$ cat config.mk
export PLATFORM = sky130hd
export DESIGN_NAME = obf_seq
export DESIGN_NICKNAME = d
export VERILOG_FILES = /design/src/rtl/obf_seq_pkg.sv /design/src/rtl/obf_seq_igu.sv /design/src/rtl/obf_seq.sv
export SDC_FILE = /design/constraint.sdc
export NUM_CORES = 1
export LEC_CHECK = 0
export ABC_CLOCK_PERIOD_IN_PS = 1600
export CORE_AREA = 2 2 73 75
export DETAILED_ROUTE_END_ITERATION = 6
export DIE_AREA = 0 0 75 77
export PLACE_DENSITY = 0.84
export SYNTH_ARGS = -nofsm -noshare
export SYNTH_HDL_FRONTEND = slang
export SYNTH_SLANG_ARGS = --single-unit
$ cat constraint.sdc
create_clock -name clk -period 1.6 [get_ports clk]
set_input_delay 0.32 -clock clk [delete_from_list [all_inputs] [get_ports clk]]
set_output_delay 0.32 -clock clk [all_outputs]
set_load 0.02 [all_outputs]
$ cat src/rtl/obf_seq_pkg.sv
// Shared widths, opcode constants and state encoding for the obfuscation
// expansion sequencer.
package obf_seq_pkg;

   localparam int OBF_IGU_WIDTH     = 7;
   localparam int OBF_PPC_WIDTH     = 2;
   localparam int OBF_LUT_OUT_WIDTH = 15;

   localparam logic [5:0] OBF_ALU_OPC      = 6'h38;
   localparam int         OBF_ALU_IDX_BASE = 64;

   typedef enum logic {
      IDLE   = 1'b0,
      EXPAND = 1'b1
   } seq_state_e;

endpackage

$ cat src/rtl/obf_seq_igu.sv
// Index generation: maps the held opcode (and ALU sub-op nibble) to a LUT group.
// A disabled instruction always selects group 0, the single-entry pass-through.
module obf_seq_igu
   import obf_seq_pkg::*;
#(
   parameter int IGU_W = OBF_IGU_WIDTH
) (
   input  logic [5:0]       held_opc,
   input  logic [3:0]       held_sub,
   input  logic             held_en,
   output logic [IGU_W-1:0] lut_index
);

   always_comb begin
      lut_index = '0;
      if (held_en) begin
         if (held_opc == OBF_ALU_OPC)
            lut_index = IGU_W'(OBF_ALU_IDX_BASE) + IGU_W'(held_sub);
         else
            lut_index = IGU_W'(held_opc);
      end
   end

endmodule

$ cat src/rtl/obf_seq.sv
// Expansion sequencer: holds one fetched instruction and steps the pseudo-PC
// through its LUT group, stalling fetch until the last template is consumed.
//
//   state  | meaning
//   -------+-------------------------------------------------
//   IDLE   | nothing held, ready to accept an instruction
//   EXPAND | instruction held, ppc stepping through its group
module obf_seq
   import obf_seq_pkg::*;
#(
   parameter int IGU_W = OBF_IGU_WIDTH,
   parameter int PPC_W = OBF_PPC_WIDTH,
   parameter int LUT_W = OBF_LUT_OUT_WIDTH
) (
   input  logic             clk,
   input  logic             rst_n,
   input  logic             obf_en,
   input  logic             flush,
   input  logic             insn_valid,
   input  logic [31:0]      insn,
   output logic             insn_ready,
   output logic [IGU_W-1:0] lut_index,
   output logic [PPC_W-1:0] lut_ppc,
   input  logic [LUT_W-1:0] lut_sub,
   output logic             out_valid,
   output logic [LUT_W-1:0] out_tmpl,
   output logic [31:0]      out_orig,
   output logic             out_last,
   input  logic             out_ready
);

   seq_state_e       state, state_nxt;
   logic [31:0]      held_insn, held_insn_nxt;
   logic             held_en, held_en_nxt;
   logic [PPC_W-1:0] ppc, ppc_nxt;
   logic             accept, consume;

   obf_seq_igu #(.IGU_W(IGU_W)) u_igu (
      .held_opc  (held_insn[31:26]),
      .held_sub  (held_insn[3:0]),
      .held_en   (held_en),
      .lut_index (lut_index)
   );

   // A group that never flags last is cut off when ppc saturates.
   assign out_last   = lut_sub[0] | (&ppc);
   assign out_valid  = (state == EXPAND) & ~flush;
   assign consume    = out_valid & out_ready;
   assign insn_ready = ~flush & ((state == IDLE) | (consume & out_last));
   assign accept     = insn_valid & insn_ready;

   assign lut_ppc  = ppc;
   assign out_tmpl = lut_sub;
   assign out_orig = held_insn;

   always_comb begin
      state_nxt     = state;
      ppc_nxt       = ppc;
      held_insn_nxt = held_insn;
      held_en_nxt   = held_en;
      if (flush) begin
         state_nxt = IDLE;
         ppc_nxt   = '0;
      end else if (accept) begin
         state_nxt     = EXPAND;
         held_insn_nxt = insn;
         held_en_nxt   = obf_en;
         ppc_nxt       = '0;
      end else if (consume) begin
         if (out_last) begin
            state_nxt = IDLE;
            ppc_nxt   = '0;
         end else begin
            ppc_nxt = ppc + 1'b1;
         end
      end
   end

   always_ff @(posedge clk or negedge rst_n) begin
      if (!rst_n) begin
         state     <= IDLE;
         ppc       <= '0;
         held_insn <= '0;
         held_en   <= 1'b0;
      end else begin
         state     <= state_nxt;
         ppc       <= ppc_nxt;
         held_insn <= held_insn_nxt;
         held_en   <= held_en_nxt;
      end
   end

endmodule

==> flow_metrics.py <==
metrics = {
    "final_layout": {
        "diodes": 0,
        "design_area_um2": 2910,
        "syn_to_final_growth_pct": 66.8,
        "drive_above_1_share": 0.382,
        "fin_nets": 274,
        "fill_cells": 407,
    },
    "critical_path": {
        "r2r-start": "lut_ppc[0]",
        "cp-start-kind": "register",
        "crit_family": "simple AND/OR/NAND/NOR gates",
        "worstReg2RegEnd": "out_orig[19]",
        "critPathRequiredTime_ns": 1.28,
        "end_kind": "primary output",
        "cp.arrival_ns": 1.60,
        "critPathMaxStageDelay_ns": 0.39,
        "path_max_fanout": 5,
        "reg2reg_setup_slack_ns": -0.08,
        "worstSetupPathType": "register to primary output",
        "r2r_cells": 7,
        "path_buf_inv": 2,
        "crit_chain": "nor4b_2 -> nand3_1 -> buf_4 -> and3_1 -> buf_2",
        "critPathLaunch": "out_orig[26]",
        "critPathSlowestCell": "dfrtp_1",
    },
    "status": {
        "violations": "negative setup slack",
        "status": "complete, but fails checks",
    },
    "floorplan": {
        "rows": 26,
        "die_h_um": 77,
        "boundaryPins": 112,
        "core_area_um2": 4980,
        "start_util": 0.351,
        "die-area_um2": 5780,
        "die_w_um": 75,
    },
    "sta": {
        "slew_headroom": 0.722,
        "tightest_slew_ns": 0.417,
        "rsz0062_at_grt": "yes",
        "slew_viol_final": 0,
        "timing.fmax_mhz": 520,
        "clock_skew_ns": 0.00289,
        "fin_crit_ns": 1.92,
        "finalSetupViolCount": 25,
        "fin_tns_setup_ns": -2.99,
        "period_share": 1.20,
        "hold_viol": 0,
        "fin_ws_ns": -0.323,
    },
    "hold_path": {
        "hold_depth": 1,
        "hold_end": "out_orig[17]",
        "hold_path.class": "register to register",
        "min-delay-start": "out_orig[17]",
    },
    "pwr": {
        "power.share.sequential": 0.394,
        "powerDensity_nw_per_um2": 1020,
        "clkPwrFrac": 0.227,
        "vdd.ir_drop.worst_mv": 0.608,
        "static-leakage-power_nw": 1.44,
        "intPower_mw": 2.10,
        "p_comb_frac": 0.378,
        "swShare": 0.293,
        "power.switching_uw": 871,
    },
    "synth": {
        "synth_area_per_cell_um2": 14.2,
        "synth_fa_ha_area_frac": 0.00716,
        "ys.flop_type": "dfrtp_1",
        "synth_top_family_by_area": "multiplexers",
        "synth-compound-area-share": 0.0401,
        "yosysWarnings": 0,
        "syn_area_um2": 1750,
        "syn_nets": 177,
        "ys_ff_latch": 36,
        "synth_edf_count": 0,
        "ys_seq_area_frac": 0.516,
        "synth.area.mux_share": 0.277,
        "synth_async_sr_flop_share": 1.00,
        "yosysUniqueCellTypes": 23,
        "synth_xor_area_frac": 0,
        "synthSimpleGateAreaFrac": 0.0695,
        "synthCells": 123,
    },
    "clocking": {
        "clock_latency_ns": 0.27,
        "clockRootBuffer": "clkbuf_8",
        "cts_max_level": 2,
        "cts_tree": "yes",
        "clk_pin_slew_ns": 0.07,
        "cts_buffers": 5,
        "cts_buffer_depth": 2,
        "clock_sinks": 36,
    },
    "place": {
        "io_buffer_count": 83,
        "place.gp.congestion": 0.753,
        "placed_cell_area_um2": 2670,
        "hpwlAfterDp_um": 2970,
    },
    "grt": {
        "antenna_found_initial": 0,
        "grt_pass1_vias": 1381,
        "grt_use_total": 0.144,
        "grt_pass1_wl_um": 6380,
        "grt_max_degree": 20,
        "grt-ovfl-total": 0,
    },
    "job": {
        "cap_violations": 0,
    },
    "routing": {
        "drt-initial-drc-count": 22,
        "wl_um": 4140,
        "drc": 0,
        "drt-vias-per-instance": 4.45,
        "routedWlPerCell_um": 14.3,
        "dr.pass1.iters": 4,
        "drtAntennaViolNets": 0,
        "vias": 1290,
    },
}
## repair_timing
action	4_1_cts	5_1_grt
endpoints found under the hold margin	17	0
gates resized for setup	67	26
pin swaps	6	5
buffers inserted	9	1
gates cloned	2	0
hold buffers	1	0
endpoints found under the setup margin	52	52
## worst register-to-register path: cells and delay by family, from the launching register on
family | cells | cell delay [ns]
adders and majority gates | 1 | 0.16
buffers and inverters | 3 | 0.42
AOI/OAI and AO/OA | 2 | 0.30
DFF | 1 | 0.39
muxes | 1 | 0.30
## state kept, by name (all words and copies together) (netlist names)
signal	flops
out_orig	32
held_en	1
lut_ppc	2
state	1
## placed cells by master (no fill, tap or decap), types with 3 or more instances in the layout
cell,n
a21oi_1,3
buf_4,19
buf_2,3
o21ai_1,3
buf_6,10
mux2_4,33
clkdlybuf4s50_1,47
clkbuf_8,7
dlygate4sd2_1,14
dfrtp_1,34
nand2_1,8
dlymetal6s2s_1,12
## worst max path at each step
stage,end,slack (ns),cells past startpoint
after floorplan,lut_index[0],-0.06,3
after global placement,lut_index[2],-0.43,4
after detailed placement,lut_index[6],-0.54,4
after CTS,lut_index[3],-0.30,5
after global routing,lut_index[3],-0.42,5
final,lut_index[5],-0.32,5
## stage by stage
stage                     worst slack [ns]   util  total power, mW  std cells  hold slack [ns]
after global routing                -0.420  0.585             3.12        290            0.532
after CTS                           -0.302  0.580             3.02        293            0.511
after floorplan                    -0.0589      -             1.78        123           0.0244
final                               -0.323  0.585             2.97        290            0.507
after global placement              -0.432  0.535             2.31        274            0.275
after detailed placement            -0.545  0.535             2.33        274            0.285
## layout make-up
type / instances / area, um2 / area share
flip-flops and latches: 36 / 903 / 0.310
clock buffers: 7 / 96.3 / 0.0331
inverters: 2 / 7.51 / 0.00258
well taps: 70 / 87.6 / 0.0301
multi-input cells: 66 / 732 / 0.251
repair buffers: 109 / 1090 / 0.373
## per-layer routing
layer,up-vias,GRT usage,share of wire
li1,598,-,-
met1,626,0.171,0.39
met2,60,0.242,0.52
met3,6,0.0381,0.067
met4,0,0.0554,0.015
met5,-,0,0
## power groups by stage
stage	combinational (mW)	clock [mW]	sequential (mW)
4_1_cts	1.15	0.703	1.17
2_1_floorplan	0.413	0	1.36
5_1_grt	1.19	0.739	1.20
6_report	1.12	0.676	1.17
3_3_place_gp	1.13	0	1.18
3_5_place_dp	1.14	0	1.19
## synthesized netlist by cell type (2+ instances only)
cell type | number | area [um2]
dfrtp_1 | 36 | 901
mux2_4 | 30 | 450
buf_4 | 15 | 113
nand2_1 | 8 | 30.0
a21oi_1 | 4 | 20.0
buf_6 | 3 | 33.8
mux2_2 | 3 | 33.8
o21ai_0 | 3 | 15.0
and3_1 | 2 | 12.5
inv_1 | 2 | 7.51
nand2b_1 | 2 | 12.5
nand3_1 | 2 | 10.0
nor2_1 | 2 | 7.51
or3_1 | 2 | 12.5
## logic make-up after synthesis
kind of cell	count (synthesis)
mux	33
flops	36
buf+inv	21
simple gates	22
compound gates	10
fa+ha+maj	1
Note: power is estimated with default switching activity, not from simulation.
